==> src/rtl/ex_muldiv.sv <==
// Iterative RV32M multiply/divide unit for the EX stage: radix-2 shift-add multiply
// and restoring divide over DATA_WIDTH cycles, stalling the pipeline while busy.
module ex_muldiv #(
    parameter int DATA_WIDTH = 32,
    parameter int CNT_WIDTH  = 6
) (
    input  logic                  clk,
    input  logic                  rst_n,
    input  logic                  i_start,
    input  logic [2:0]            i_op,
    input  logic [DATA_WIDTH-1:0] i_a,
    input  logic [DATA_WIDTH-1:0] i_b,
    input  logic                  i_flush,
    output logic                  o_stall,
    output logic                  o_busy,
    output logic                  o_done,
    output logic [DATA_WIDTH-1:0] o_result
);
    localparam int W = DATA_WIDTH;
    localparam logic [W-1:0] MIN_VAL = {1'b1, {(W-1){1'b0}}};
    localparam logic [W-1:0] ONES    = '1;
    localparam logic [CNT_WIDTH-1:0] LAST_CNT = CNT_WIDTH'(W - 1);

    typedef enum logic [1:0] {IDLE, CALC, FIX, DONE} state_t;
    state_t state, state_nxt;

    logic [2:0]           op_q;
    logic                 neg_a_q, neg_b_q;
    logic [W-1:0]         b_q;
    // Shared accumulator: multiply keeps {hi, lo} product, divide keeps {remainder, quotient}.
    logic [2*W-1:0]       acc;
    logic [CNT_WIDTH-1:0] cnt;

    logic           a_signed, b_signed, sa, sb;
    logic [W-1:0]   abs_a, abs_b;
    logic           div_zero, div_ovf, special;
    logic [W-1:0]   special_res;
    logic           go;

    always_comb begin
        a_signed    = i_op[2] ? ~i_op[0] : (i_op[1:0] != 2'b11);
        b_signed    = i_op[2] ? ~i_op[0] : ~i_op[1];
        sa          = a_signed & i_a[W-1];
        sb          = b_signed & i_b[W-1];
        abs_a       = sa ? -i_a : i_a;
        abs_b       = sb ? -i_b : i_b;
        div_zero    = i_op[2] & (i_b == '0);
        div_ovf     = i_op[2] & ~i_op[0] & (i_a == MIN_VAL) & (i_b == ONES);
        special     = div_zero | div_ovf;
        special_res = div_zero ? (i_op[1] ? i_a : ONES) : (i_op[1] ? '0 : MIN_VAL);
        go          = (state == IDLE) & i_start & ~i_flush;
    end

    logic [W:0]     mul_sum, div_shift, div_diff;
    logic [2*W-1:0] mul_next, div_next, prod;
    logic [W-1:0]   quo_s, rem_s, fix_res;

    always_comb begin
        mul_sum   = {1'b0, acc[2*W-1:W]} + (acc[0] ? {1'b0, b_q} : '0);
        mul_next  = {mul_sum, acc[W-1:1]};
        div_shift = {acc[2*W-1:W], acc[W-1]};
        div_diff  = div_shift - {1'b0, b_q};
        div_next  = div_diff[W] ? {div_shift[W-1:0], acc[W-2:0], 1'b0}
                                : {div_diff[W-1:0],  acc[W-2:0], 1'b1};
        prod      = (neg_a_q ^ neg_b_q) ? -acc : acc;
        quo_s     = (neg_a_q ^ neg_b_q) ? -acc[W-1:0] : acc[W-1:0];
        rem_s     = neg_a_q ? -acc[2*W-1:W] : acc[2*W-1:W];
        case (op_q)
            3'b000:               fix_res = prod[W-1:0];
            3'b001, 3'b010, 3'b011: fix_res = prod[2*W-1:W];
            3'b100, 3'b101:       fix_res = quo_s;
            default:              fix_res = rem_s;
        endcase
    end

    always_ff @(posedge clk) begin
        if (!rst_n) state <= IDLE;
        else        state <= state_nxt;
    end

    always_comb begin
        state_nxt = state;
        case (state)
            IDLE: if (go) state_nxt = special ? DONE : CALC;
            CALC: if (cnt == LAST_CNT) state_nxt = FIX;
            FIX:  state_nxt = DONE;
            DONE: state_nxt = IDLE;
            default: state_nxt = IDLE;
        endcase
        if (i_flush) state_nxt = IDLE;
    end

    assign o_busy  = (state == CALC) | (state == FIX);
    assign o_stall = go | (o_busy & ~i_flush);
    assign o_done  = (state == DONE) & ~i_flush;

    always_ff @(posedge clk) begin
        if (!rst_n) begin
            op_q     <= '0;
            neg_a_q  <= 1'b0;
            neg_b_q  <= 1'b0;
            b_q      <= '0;
            acc      <= '0;
            cnt      <= '0;
            o_result <= '0;
        end else if (!i_flush) begin
            case (state)
                IDLE: if (i_start) begin
                    op_q    <= i_op;
                    neg_a_q <= sa;
                    neg_b_q <= sb;
                    b_q     <= abs_b;
                    acc     <= {{W{1'b0}}, abs_a};
                    cnt     <= '0;
                    if (special) o_result <= special_res;
                end
                CALC: begin
                    acc <= op_q[2] ? div_next : mul_next;
                    cnt <= (cnt == LAST_CNT) ? '0 : cnt + 1'b1;
                end
                FIX: o_result <= fix_res;
                default: ;
            endcase
        end
    end
endmodule

==> config.mk <==
export PLATFORM = sky130hd
export DESIGN_NAME = ex_muldiv
export DESIGN_NICKNAME = d
export VERILOG_FILES = /design/src/rtl/ex_muldiv.sv
export SDC_FILE = /design/constraint.sdc
export NUM_CORES = 1
export LEC_CHECK = 0
export BUFFER_PORTS_ARGS = -buffer_cell sky130_fd_sc_hd__buf_2
export CORE_ASPECT_RATIO = 1.2
export CORE_UTILIZATION = 58
export CTS_BUF_LIST = sky130_fd_sc_hd__clkbuf_8
export CTS_CLUSTER_SIZE = 28
export DETAILED_ROUTE_END_ITERATION = 8
export PLACE_DENSITY_LB_ADDON = 0.2
export SETUP_SLACK_MARGIN = 0.15
export SYNTH_ARGS = -nofsm -noshare
export SYNTH_HDL_FRONTEND = slang
export SYNTH_SLANG_ARGS = --single-unit
==> constraint.sdc <==
create_clock -name clk -period 3.3 [get_ports clk]
set_input_delay 0.165 -clock clk [delete_from_list [all_inputs] [get_ports clk]]
set_output_delay 0.165 -clock clk [all_outputs]
set_load 0.02 [all_outputs]
# Word-level counts from Yosys, hierarchy flattened
# Index checks and enable logic that the tools add are counted.
[totals]
regBits = 141
input_bits = 71
word_cells = 88
[op_classes]
bitwise = 18
n_addsub = 8
n_reduce_logical = 12
n_mux = 26
n_eq_ne = 16
[op_table]
columns = ["cell", "count"]
rows = [
  ["two-way mux 32 bit", 10],
  ["two-way mux 64 bit", 4],
  ["negator 32 bit", 4],
  ["case mux 64 bit (2 select lines)", 1],
  ["case mux 32 bit (3 select lines)", 1],
  ["== test 32 bit (second input constant)", 2],
  ["negator 64 bit", 1],
  ["case mux 32 bit (2 select lines)", 1],
  ["adder 32 x 32 -> 33 bit", 1],
  ["subtractor 33 x 32 -> 33 bit", 1],
  ["logical NOT 32 bit", 1],
  ["two-way mux 6 bit", 2],
  ["case mux 6 bit (2 select lines)", 1],
  ["bitwise AND 1 bit", 10],
  ["inequality test 2 bit (second input constant)", 5],
  ["case mux 2 bit (4 select lines)", 1],
  ["adder 6 x 1 -> 6 bit (second input constant)", 1],
  ["== test 3 x 2 -> 1 bit (second input constant)", 2],
  ["== test 3 bit (second input constant)", 2],
  ["== test 6 x 5 -> 1 bit (second input constant)", 1],
  ["two-way mux 2 bit", 3],
  ["AND reduction 3 bit", 2],
  ["== test 2 bit (second input constant)", 2],
  ["NOT 1 bit", 4],
  ["12 further kinds", 17],
]

# Logic depth before layout (Yosys ltp)
# Gate-level depths: netlist of the first run.
[depth]
depth_word = 8
mapped_depth = 14
depth_no_buf = 13

# Worst setup path after synthesis of the first run
# Ideal clock, no wire load.
[synth_path]
path_type = "register to register"
start = "register acc[31]"
end = "register acc[63]"
path_slack_ns = 0.208
synth_period_minus_slack_ns = 3.092
t_arrival_ns = 2.965
path_buffers = 2
required_time_ns = 3.174
setup_ns = 0.126
stages_incl_launch_ff = 14
cell_sequence = "dfxtp_1 -> inv_1 -> ha_1 -> fa_1 -> nand2b_1 -> a21oi_1 -> o21bai_1 -> a2111oi_2 -> o311a_1 -> nand3_1 -> buf_4 -> buf_4 -> o31ai_1 -> a211oi_1"
[synth_between]
elab_chain_len = 4
[synth_lines]
columns = ["item", "line", "source"]
rows = [
  ["from (decl)", "31", "logic [2*W-1:0] acc;"],
  ["from (signal assigned)", "113", "acc <= {{W{1'b0}}, abs_a};"],
  ["from (signal assigned)", "118", "acc <= op_q[2] ? div_next : mul_next;"],
  ["subtractor 33 x 32 -> 33 bit", "62", "div_diff = div_shift - {1'b0, b_q};"],
  ["two-way mux 64 bit", "63", "div_next = div_diff[W] ? {div_shift[W-1:0], acc[W-2:0], 1'b0}"],
  ["two-way mux 64 bit", "118", ""],
  ["case mux 64 bit (2 select lines)", "107", "case (state)"],
]
# Every way passes these cells.
# A chain may end at the register's enable or synchronous reset.

# Worst setup path after layout of the first run
[layout_path]
start = "register b_q[24]"
end = "register acc[38]"
[layout_between]
elab_chain_len = 4
[layout_lines]
columns = ["item", "line", "source"]
rows = [
  ["from (decl)", "29", "logic [W-1:0] b_q;"],
  ["from (signal assigned)", "112", "b_q <= abs_b;"],
  ["subtractor 33 x 32 -> 33 bit", "62", ""],
  ["two-way mux 64 bit", "63", ""],
  ["two-way mux 64 bit", "118", ""],
  ["case mux 64 bit (2 select lines)", "107", ""],
]
# Every way passes these cells.

==> results of run 1 <==
through the flow:
stage                     utilization [%]  hold WS (ns)  setup TNS, ns  worst slack, ns  instance area, um^2
after global routing                 70.9        0.0560              0           0.0409                17600
after detailed placement             66.6         0.476         -0.208          -0.0798                16500
final                                70.9        0.0484              0           0.0891                17600
after floorplan                         -         0.310              0            0.208                14700
after global placement               66.6         0.467         -0.163           -0.106                16500
after CTS                            69.1        0.0306              0            0.155                17100
per-layer routing:
metal / vias to the layer above / share of wire [%]
met5: - / 0
met4: 0 / 10
met3: 306 / 7.7
met2: 956 / 46
met1: 7861 / 36
li1: 7729 / -
power groups by stage:
stage	clock, W	sequential [W]	combinational (W)
2_1_floorplan	0	0.00187	0.00125
3_3_place_gp	0	0.00187	0.00193
3_5_place_dp	0	0.00188	0.00196
4_1_cts	0.00151	0.00184	0.00203
5_1_grt	0.00158	0.00185	0.00232
6_report	0.00152	0.00184	0.00218
registers in the layout (all words and copies together) (netlist names):
signal,cells
cnt,6
o_result,32
acc,64
neg_b_q,1
b_q,32
op_q,3
neg_a_q,1
state,2
cell usage after synthesis, types with 19 or more instances:
master / n
nand2_1: 244
nor2_1: 164
dfxtp_1: 141
o21ai_0: 141
a21oi_1: 138
clkbuf_1: 119
xnor2_1: 108
xor2_1: 80
ha_1: 74
inv_1: 73
mux2i_1: 56
nor3_1: 53
o211ai_1: 49
a21boi_0: 41
o211a_1: 36
nand3_1: 30
o31ai_1: 30
a31oi_1: 29
nand4_1: 26
nand2b_1: 25
o22ai_1: 24
a21o_1: 22
or3_1: 21
and2_1: 19
cell families (layout without fill, tap and decap cells):
logic type,after synthesis,in the layout,synth area share (%)
multiplexers,59,59,4.05
buffers and inverters,224,418,5.97
AND/OR/NAND/NOR,684,684,22.9
adder cells (fa/ha/maj),76,76,6.59
XOR/XNOR,188,188,11.2
AO/OA/AOI/OAI,653,653,30.0
flip-flops,141,141,19.3
worst max path at each step:
stage          startpoint  endpoint  slack [ns]  cells past startpoint
4_1_cts            acc[0]   acc[58]        0.15                     13
5_1_grt           b_q[24]   acc[38]        0.04                     11
6_report          b_q[24]   acc[38]        0.09                     11
3_5_place_dp      acc[31]   acc[48]       -0.08                     14
3_3_place_gp       acc[0]   acc[57]       -0.11                     13
2_1_floorplan     acc[31]   acc[63]        0.21                     13
worst register-to-register path: stages (launching register included):
cell,delay [ns]
dfxtp_2,0.36
clkinvlp_4,0.25
ha_4,0.32
and4_4,0.17
nand2_1,0.09
o2bb2ai_1,0.08
or4b_1,0.54
o311a_1,0.36
nand3_4,0.19
buf_4,0.22
mux2i_1,0.30
o221ai_1,0.18
final cells by class:
cell class | instances | area, um^2 | share of cell area [%]
Inverter | 74 | 284 | 1.62
Multi-Input combinational cell | 1660 | 11400 | 65.1
Timing Repair Buffer | 312 | 2210 | 12.6
Tap cell | 325 | 407 | 2.32
Sequential cell | 141 | 2830 | 16.1
Clock inverter | 14 | 149 | 0.848
Clock buffer | 18 | 248 | 1.41
what timing repair did:
item	CTS	global route
gates resized for setup	24	82
cloned	1	1
pin swaps	6	14
endpoints found under the setup margin	32	44
buffers inserted	5	10
hold endpoints to repair	4	0
hold buffers	4	0
==> run_results.csv, run 1 <==
group,metric,value,unit
synth,synth_nets,2172,
synth,synth_edf_count,0,
synth,ys_async_sr_fraction,0,%
timing,setup_viol,0,
grt,grtUsageTotal,44.9,%
critical_path,required,3.63,ns
clock_network,htree_levels,4,
detailed_routing,vias_per_cell,6.62,
clock_network,worstSkewPairLatency,0.50,ns
pwr,powerDensity,316,nW/um^2
floorplan,die_y,176,um
final_layout,antennaDiodeCount,0,
critical_path,cp-end-kind,"flip-flop",
detailed_routing,drtIter0Drc,1721,
hold_path,hp-class,"in -> reg",
synth,ys_seq_area_share,19.3,%
clock_network,clk_pin_slew_worst_paths,0.10,ns
pwr,power,0.00555,W
final_layout,final_common_cell,"nand2_1",
grt,antenna_found_initial,0,
clock_network,cts_made_buffers,17,
pwr,seqPwrFrac,33.2,%
floorplan,die-area,25900,um^2
timing,fin_crit_sh,97.3,%
synth,syn-cell-area,14700,um^2
pwr,p_sw,0.00225,W
pwr,internal_power,0.00330,W
placement,io_buffers,105,
grt,overflow,0,
timing,hold_violations,0,
synth,synth_seq_cells,141,
detailed_routing,detail-route-antenna-nets,0,
timing,relSlewSlack,26.3,%
pwr,power_frac_comb,39.3,%
synth,syn_inst,2025,
final_layout,nets,2353,
job,max_cap_violations,0,
critical_path,max_stage_delay,0.54,ns
critical_path,r2r_slack,0.09,ns
critical_path,path_buf_inv,2,
grt,grt_busiest_layer,"met2",
pwr,p_clk_share,27.5,%
synth,yosys-top-cells-area,"dfxtp_1 (19%), xnor2_1 (6.5%), ha_1 (6.3%)",
synth,synth_largest_area_cell,"dfxtp_1",
grt,use_met3,7.39,%
timing,maxSlewViolCount,0,
detailed_routing,drt_wl_total,59800,um
clock_network,cts_sinks,141,
critical_path,reg2regPathDepth,11,
critical_path,crit_type,"reg -> reg",
floorplan,rows,63,
pwr,ir_drop,267,uV
grt,use_met2,73.0,%
critical_path,cp_cell_sequence,"clkinvlp_4 > ha_4 > and4_4 > nand2_1 > o2bb2ai_1 > or4b_1 > o311a_1 > nand3_4 > buf_4 > mux2i_1 > o221ai_1",
synth,post_synth.cell_area_avg,7.24,um^2
final_layout,fill_cells,2091,
clock_network,clockBufferDepth,2,
floorplan,start_util,59.2,%
final_layout,area_growth,19.8,%
detailed_routing,via_count,16900,
hold_path,min_from,"i_b[9]",
critical_path,reg2reg_from,"b_q[24]",
clock_network,root_buffer,"clkbuf_8",
synth,yosys_warnings,0,
critical_path,reg2reg_to,"acc[38]",
critical_path,worstPathArrival,3.54,ns
grt,use_met1,49.6,%
final_layout,layout_common_cells,"nand2_1 (242), buf_4 (195), nor2_1 (156), dfxtp_1 (135), o21ai_0 (133)",
outcome,status,"complete, no violations",
timing,rsz0062_at_grt,"yes",
synth,synth_top_area_share,19.3,%
detailed_routing,wl_per_cell,23.5,um
final_layout,drive_above_1_share,20.7,%
synth,synth_ff_type,"dfxtp_1",
critical_path,critPathLaunchType,"flip-flop",
floorplan,core_area,24800,um^2
detailed_routing,drc,0,
final_layout,final_cells,2544,
timing,maxClockFrequency,311,MHz
timing,skew,0.0206,ns
floorplan,ios,106,
timing,tightest_slew,1.10,ns
clock_network,cts_tree,"built",
hold_path,min_path_cells,3,
grt,grt_max_degree,74,
placement,dpl.hpwl,44900,um
grt,grt_pass1_wl,89200,um
critical_path,critical_path.max_fanout,9,
grt,grt_pass1_vias,15800,
synth,ys_types,84,
placement,gp_congestion,1.04,
pwr,swShare,40.5,%
critical_path,worst_path_max_delay_cell,"or4b_1",
floorplan,die_w,147,um
pwr,power.leakage,7.45,nW
detailed_routing,firstDrtPassIters,7,
hold_path,min_delay_worst_endpoint,"b_q[9]",
placement,dp_cells,2491,
critical_path,path_delay_family,"simple AND/OR/NAND/NOR gates",
timing,period_needed,3.21,ns
No activity file was read; power rests on OpenSTA's default activity.
==> run 2: changes to the inputs <==
- RECOVER_POWER: not set -> 25
==> run 2 against run 1 <==
Against the previous run: sequential power about the same; critical path depth unchanged; total power barely moved; worst setup slack better by 0.019 ns; largest power group unchanged; register-to-register slack better by 0.02 ns; count of clock-buffer cells in the layout unchanged; fmax is 0.58% higher; clock power hardly changed.
==> run_results.csv, run 2 (same netlist as run 1, synthesis figures left out) <==
group,metric,value,unit
critical_path,max_stage_delay,0.53,ns
critical_path,critPathLaunchType,"flip-flop",
timing,fin_crit_sh,96.7,%
timing,worst_slack,0.108,ns
clock_network,root_buffer,"clkbuf_8",
grt,grt_max_degree,74,
detailed_routing,detail-route-antenna-nets,0,
floorplan,start_util,59.2,%
critical_path,crit_start,"b_q[24]",
detailed_routing,drc,0,
hold_path,hp-class,"in -> reg",
critical_path,worst_path_max_delay_cell,"or4b_1",
placement,io_buffers,105,
placement,dp_slack,-0.0798,ns
critical_path,required,3.63,ns
pwr,internal_power,0.00330,W
final_layout,antennaDiodeCount,0,
grt,grt_pass1_vias,15800,
pwr,seqPwrFrac,33.3,%
placement,dpl.hpwl,44900,um
timing,period_needed,3.19,ns
timing,hold_violations,0,
grt,grtUsageTotal,44.9,%
critical_path,path_delay_family,"simple AND/OR/NAND/NOR gates",
final_layout,ff_latch_area,2830,um^2
final_layout,drive_above_1_share,19.1,%
detailed_routing,vias_per_cell,6.61,
pwr,ir_drop,269,uV
detailed_routing,firstDrtPassIters,6,
grt,grt_pass1_wl,89200,um
floorplan,core_area,24800,um^2
final_layout,area_growth,19.4,%
grt,overflow,0,
timing,setup_tns,0,ns
detailed_routing,drtIter0Drc,1681,
final_layout,largest_registers,"acc x64, b_q x32, o_result x32",
final_layout,multi_input_area,11400,um^2
outcome,status,"complete, no violations",
floorplan,rows,63,
final_layout,layout_common_cells,"nand2_1 (242), buf_4 (193), nor2_1 (157), dfxtp_1 (135), o21ai_0 (133)",
final_layout,final_common_cell,"nand2_1",
final_layout,stdcell_area,17500,um^2
critical_path,reg2reg_from,"b_q[24]",
timing,tightest_slew,1.34,ns
pwr,p_clk_share,27.5,%
clock_network,cts_made_buffers,17,
pwr,swShare,40.5,%
placement,gp_congestion,1.04,
detailed_routing,drt_wl_total,59800,um
critical_path,cp_cell_sequence,"clkinvlp_4 > ha_4 > and4_4 > nand2_1 > o2bb2ai_1 > or4b_1 > o311a_1 > nand3_4 > buf_4 > mux2i_1 > o221ai_1",
timing,maxSlewViolCount,0,
clock_network,htree_levels,4,
hold_path,min_from,"i_b[9]",
pwr,powerDensity,317,nW/um^2
final_layout,final_core_util,70.7,%
detailed_routing,via_count,16800,
clock_network,cts_tree,"built",
clock_network,worstSkewPairLatency,0.50,ns
final_layout,fill_cells,2116,
pwr,power_frac_comb,39.3,%
final_layout,largest_reg_flops,64,
critical_path,critical_path.max_fanout,9,
final_layout,nets,2353,
timing,setup_viol,0,
placement,dpl_cell_area,16500,um^2
pwr,p_sw,0.00224,W
critical_path,cp-end-kind,"flip-flop",
pwr,power.leakage,7.30,nW
floorplan,die_w,147,um
floorplan,die_y,176,um
grt,antenna_found_initial,0,
clock_network,clk_pin_slew_worst_paths,0.10,ns
timing,skew,0.0212,ns
critical_path,r2r_slack,0.11,ns
clock_network,clockBufferDepth,2,
critical_path,worstPathArrival,3.52,ns
critical_path,cp_num_cells,11,
timing,rsz0062_at_grt,"yes",
timing,maxClockFrequency,313,MHz
final_layout,top_register,"acc",
floorplan,ios,106,
hold_path,min_path_cells,3,
detailed_routing,wl_per_cell,23.5,um
critical_path,path_buf_inv,2,
critical_path,reg2regPathDepth,11,
timing,relSlewSlack,10.4,%
job,max_cap_violations,0,
floorplan,die-area,25900,um^2
critical_path,crit_type,"reg -> reg",
clock_network,cts_sinks,141,
run 2: changes by cell type in the layout (fill, tap and decap cells not counted), sizes merged:
cell    previous run  this run
buf              306       270
clkbuf            19        55
run 2: worst paths after layout:
check	to
max	acc[38]
min	b_q[9]
max reg2reg	acc[38]
min reg2reg	o_result[21]
run 2: repair_timing:
action                                 4_1_cts  5_1_grt
endpoints found under the hold margin        4        0
hold buffers                                 4        0
pin swaps                                    6       14
gates resized for setup                     24       82
setup endpoints to repair                   32       44
buffers inserted                             5       10
cloned                                       1        1
run 2: through the flow:
stage	instances	power, W	hold WS [ns]
after floorplan	2025	0.00312	0.310
after global placement	2491	0.00380	0.467
after detailed placement	2491	0.00384	0.476
after CTS	2533	0.00538	0.0306
after global routing	2544	0.00575	0.0562
final	2544	0.00554	0.0496
run 2: routing by layer:
layer  vias to the layer above  track usage (%)  wire [um]
li1                       7738                -          -
met1                      7824             49.6      21500
met2                       944             73.0      27400
met3                       318             7.39       4620
met4                         0             43.3       6230
met5                         -                0          0
run 2: power by group through the flow:
stage | Clock [W] | Sequential [W] | Combinational [W]
2_1_floorplan | 0 | 0.00187 | 0.00125
3_3_place_gp | 0 | 0.00187 | 0.00193
3_5_place_dp | 0 | 0.00188 | 0.00196
4_1_cts | 0.00151 | 0.00184 | 0.00203
5_1_grt | 0.00158 | 0.00185 | 0.00231
6_report | 0.00152 | 0.00184 | 0.00218
run 2: layout make-up:
| cell class | count | area share (%) |
|---|---|---|
| Clock buffer | 18 | 1.41 |
| Multi-Input combinational cell | 1660 | 65.2 |
| Clock inverter | 14 | 0.850 |
| Sequential cell | 141 | 16.2 |
| Inverter | 74 | 1.62 |
| Timing Repair Buffer | 312 | 12.4 |
| Tap cell | 325 | 2.32 |
run 2: worst register-to-register path, stage by stage, from the launching register on:
cell and delay, ns:
dfxtp_2 0.35, clkinvlp_4 0.25, ha_4 0.32, and4_4 0.17, nand2_1 0.09, o2bb2ai_1 0.09, or4b_1 0.53, o311a_1 0.36
nand3_4 0.19, buf_4 0.22, mux2i_1 0.30, o221ai_1 0.18
==> run 3: changes to the inputs <==
- CORE_UTILIZATION: 58 -> 57
- CTS_BUF_LIST: sky130_fd_sc_hd__clkbuf_8 -> not set
==> run 3 against run 2 <==
Against the previous run: sequential share of layout area is essentially flat; register-to-register slack gained 0.06 ns; total power grew 6.7%; critical path depth grew 2; worst setup slack gained 0.065 ns; non-clock buffer count shrank 2; via count grew 1.5%; clock skew grew 0.00070 ns; die area grew 1.7%; global-route usage grew 0.43 points; hold slack lost 0.040 ns; design area is essentially flat; largest cell class unchanged; highest routed layer unchanged.
==> run_results.csv, run 3 (same netlist as run 1, synthesis figures left out) <==
group,metric,value,unit
pwr,power.leakage,7.35,nW
critical_path,critPathLaunchType,"flip-flop",
placement,io_buffers,105,
detailed_routing,via_count,17100,
timing,fin_crit_sh,94.8,%
critical_path,reg2regPathDepth,13,
timing,tightest_slew,1.12,ns
critical_path,cp-end-kind,"flip-flop",
final_layout,drive_above_1_share,19.0,%
detailed_routing,wl_per_cell,24.1,um
grt,grt_max_degree,67,
floorplan,die_y,178,um
final_layout,final_common_cell,"nand2_1",
hold_path,min_from,"i_op[0]",
final_layout,largest_registers,"acc x64, b_q x32, o_result x32",
clock_network,cts_hold_buf,0,
timing,period_needed,3.13,ns
timing,setup_viol,0,
final_layout,antennaDiodeCount,0,
floorplan,die-area,26400,um^2
clock_network,clk_pin_slew_worst_paths,0.07,ns
critical_path,crit_start,"b_q[7]",
placement,gp_congestion,1.10,
pwr,powerDensity,338,nW/um^2
clock_network,worstSkewPairLatency,0.45,ns
clock_network,cts_made_buffers,17,
placement,dpl.hpwl,46400,um
floorplan,ios,106,
timing,rsz0062_at_grt,"yes",
detailed_routing,vias_per_cell,6.71,
clock_network,root_buffer,"clkbuf_16",
critical_path,reg2reg_to,"acc[38]",
detailed_routing,firstDrtPassIters,5,
timing,timing.hold.ws,0.00926,ns
critical_path,reg2reg_from,"b_q[7]",
final_layout,layout_common_cells,"nand2_1 (244), buf_4 (197), nor2_1 (161), dfxtp_1 (132), o21ai_0 (131)",
floorplan,rows,63,
critical_path,r2r_slack,0.17,ns
detailed_routing,drc,0,
timing,hold_violations,0,
floorplan,start_util,58.7,%
clock_network,clockBufferDepth,2,
grt,antenna_found_initial,0,
timing,maxSlewViolCount,0,
placement,dp_slack,-0.0900,ns
hold_path,min_delay_worst_endpoint,"op_q[0]",
pwr,ir_drop,336,uV
timing,skew,0.0219,ns
timing,worst_slack,0.172,ns
clock_network,cts_sinks,141,
grt,grt_pass1_vias,16000,
detailed_routing,detail-route-antenna-nets,0,
grt,overflow,0,
detailed_routing,drtIter0Drc,1773,
grt,grtUsageTotal,45.3,%
critical_path,worstPathArrival,3.41,ns
timing,maxClockFrequency,320,MHz
detailed_routing,drt_wl_total,61100,um
final_layout,nets,2351,
clock_network,htree_levels,4,
final_layout,top_register,"acc",
critical_path,critical_path.max_fanout,6,
hold_path,min_path_cells,3,
floorplan,die_w,148,um
hold_path,hp-class,"in -> reg",
floorplan,core_area,25000,um^2
final_layout,largest_reg_flops,64,
critical_path,crit_type,"reg -> reg",
outcome,status,"complete, no violations",
grt,grt_pass1_wl,90800,um
final_layout,area_growth,19.4,%
critical_path,required,3.58,ns
timing,relSlewSlack,25.4,%
timing,setup_tns,0,ns
job,max_cap_violations,0,
clock_network,cts_tree,"built",
==> run 3: worst max-delay path, cell delays in order (launching register included) <==
cell	delay, ns
dfxtp_1	0.36
clkinvlp_4	0.26
ha_4	0.40
o21a_1	0.11
o21ai_0	0.06
o21bai_2	0.22
a2111oi_4	0.33
buf_4	0.17
o311a_4	0.21
nand3_4	0.15
buf_12	0.19
buf_4	0.14
mux2i_1	0.20
o221ai_1	0.15
==> run 3: per-layer routing <==
metal / part of all wire (%) / track usage (%)
met4: 10 / 40.2
met5: 0 / 0
met1: 36 / 48.8
met2: 46 / 76.1
met3: 7.2 / 8.46
==> run 3: per-stage QoR <==
stage	total power, W	area (um^2)	cells	util [%]
global route	0.00610	17500	2542	70.1
detailed placement	0.00387	16500	2497	66.1
CTS	0.00574	17200	2534	68.7
finish	0.00592	17500	2542	70.1
floorplan	0.00312	14700	2025	-
global placement	0.00384	16500	2497	66.1
==> run 3: worst max-delay path by stage <==
| stage | to | depth (start not counted) |
|---|---|---|
| 2_1_floorplan | acc[63] | 13 |
| 3_3_place_gp | acc[59] | 16 |
| 5_1_grt | acc[38] | 13 |
| 3_5_place_dp | acc[59] | 16 |
| 6_report | acc[38] | 13 |
| 4_1_cts | acc[59] | 14 |
==> run 3: area by class of cell <==
cell class	instances	area (um^2)
well taps	325	407
clock buffers	18	429
clock inverters	14	123
multi-input cells	1660	11300
fillers	2120	7470
repair buffers	310	2090
inverters	74	292
flip-flops and latches	141	2830
==> run 3: where the power goes <==
part	internal, W	switching (W)	total, W
combinational	0.000840	0.00132	0.00216
sequential	0.00178	0.0000701	0.00185
clock	0.000988	0.000916	0.00190
==> run 3: timing repair <==
action,in CTS,in global routing
endpoints found under the setup margin,17,45
pin swaps,5,14
cloned,0,1
buffers inserted,5,7
hold endpoints to repair,0,0
gates resized for setup,17,82
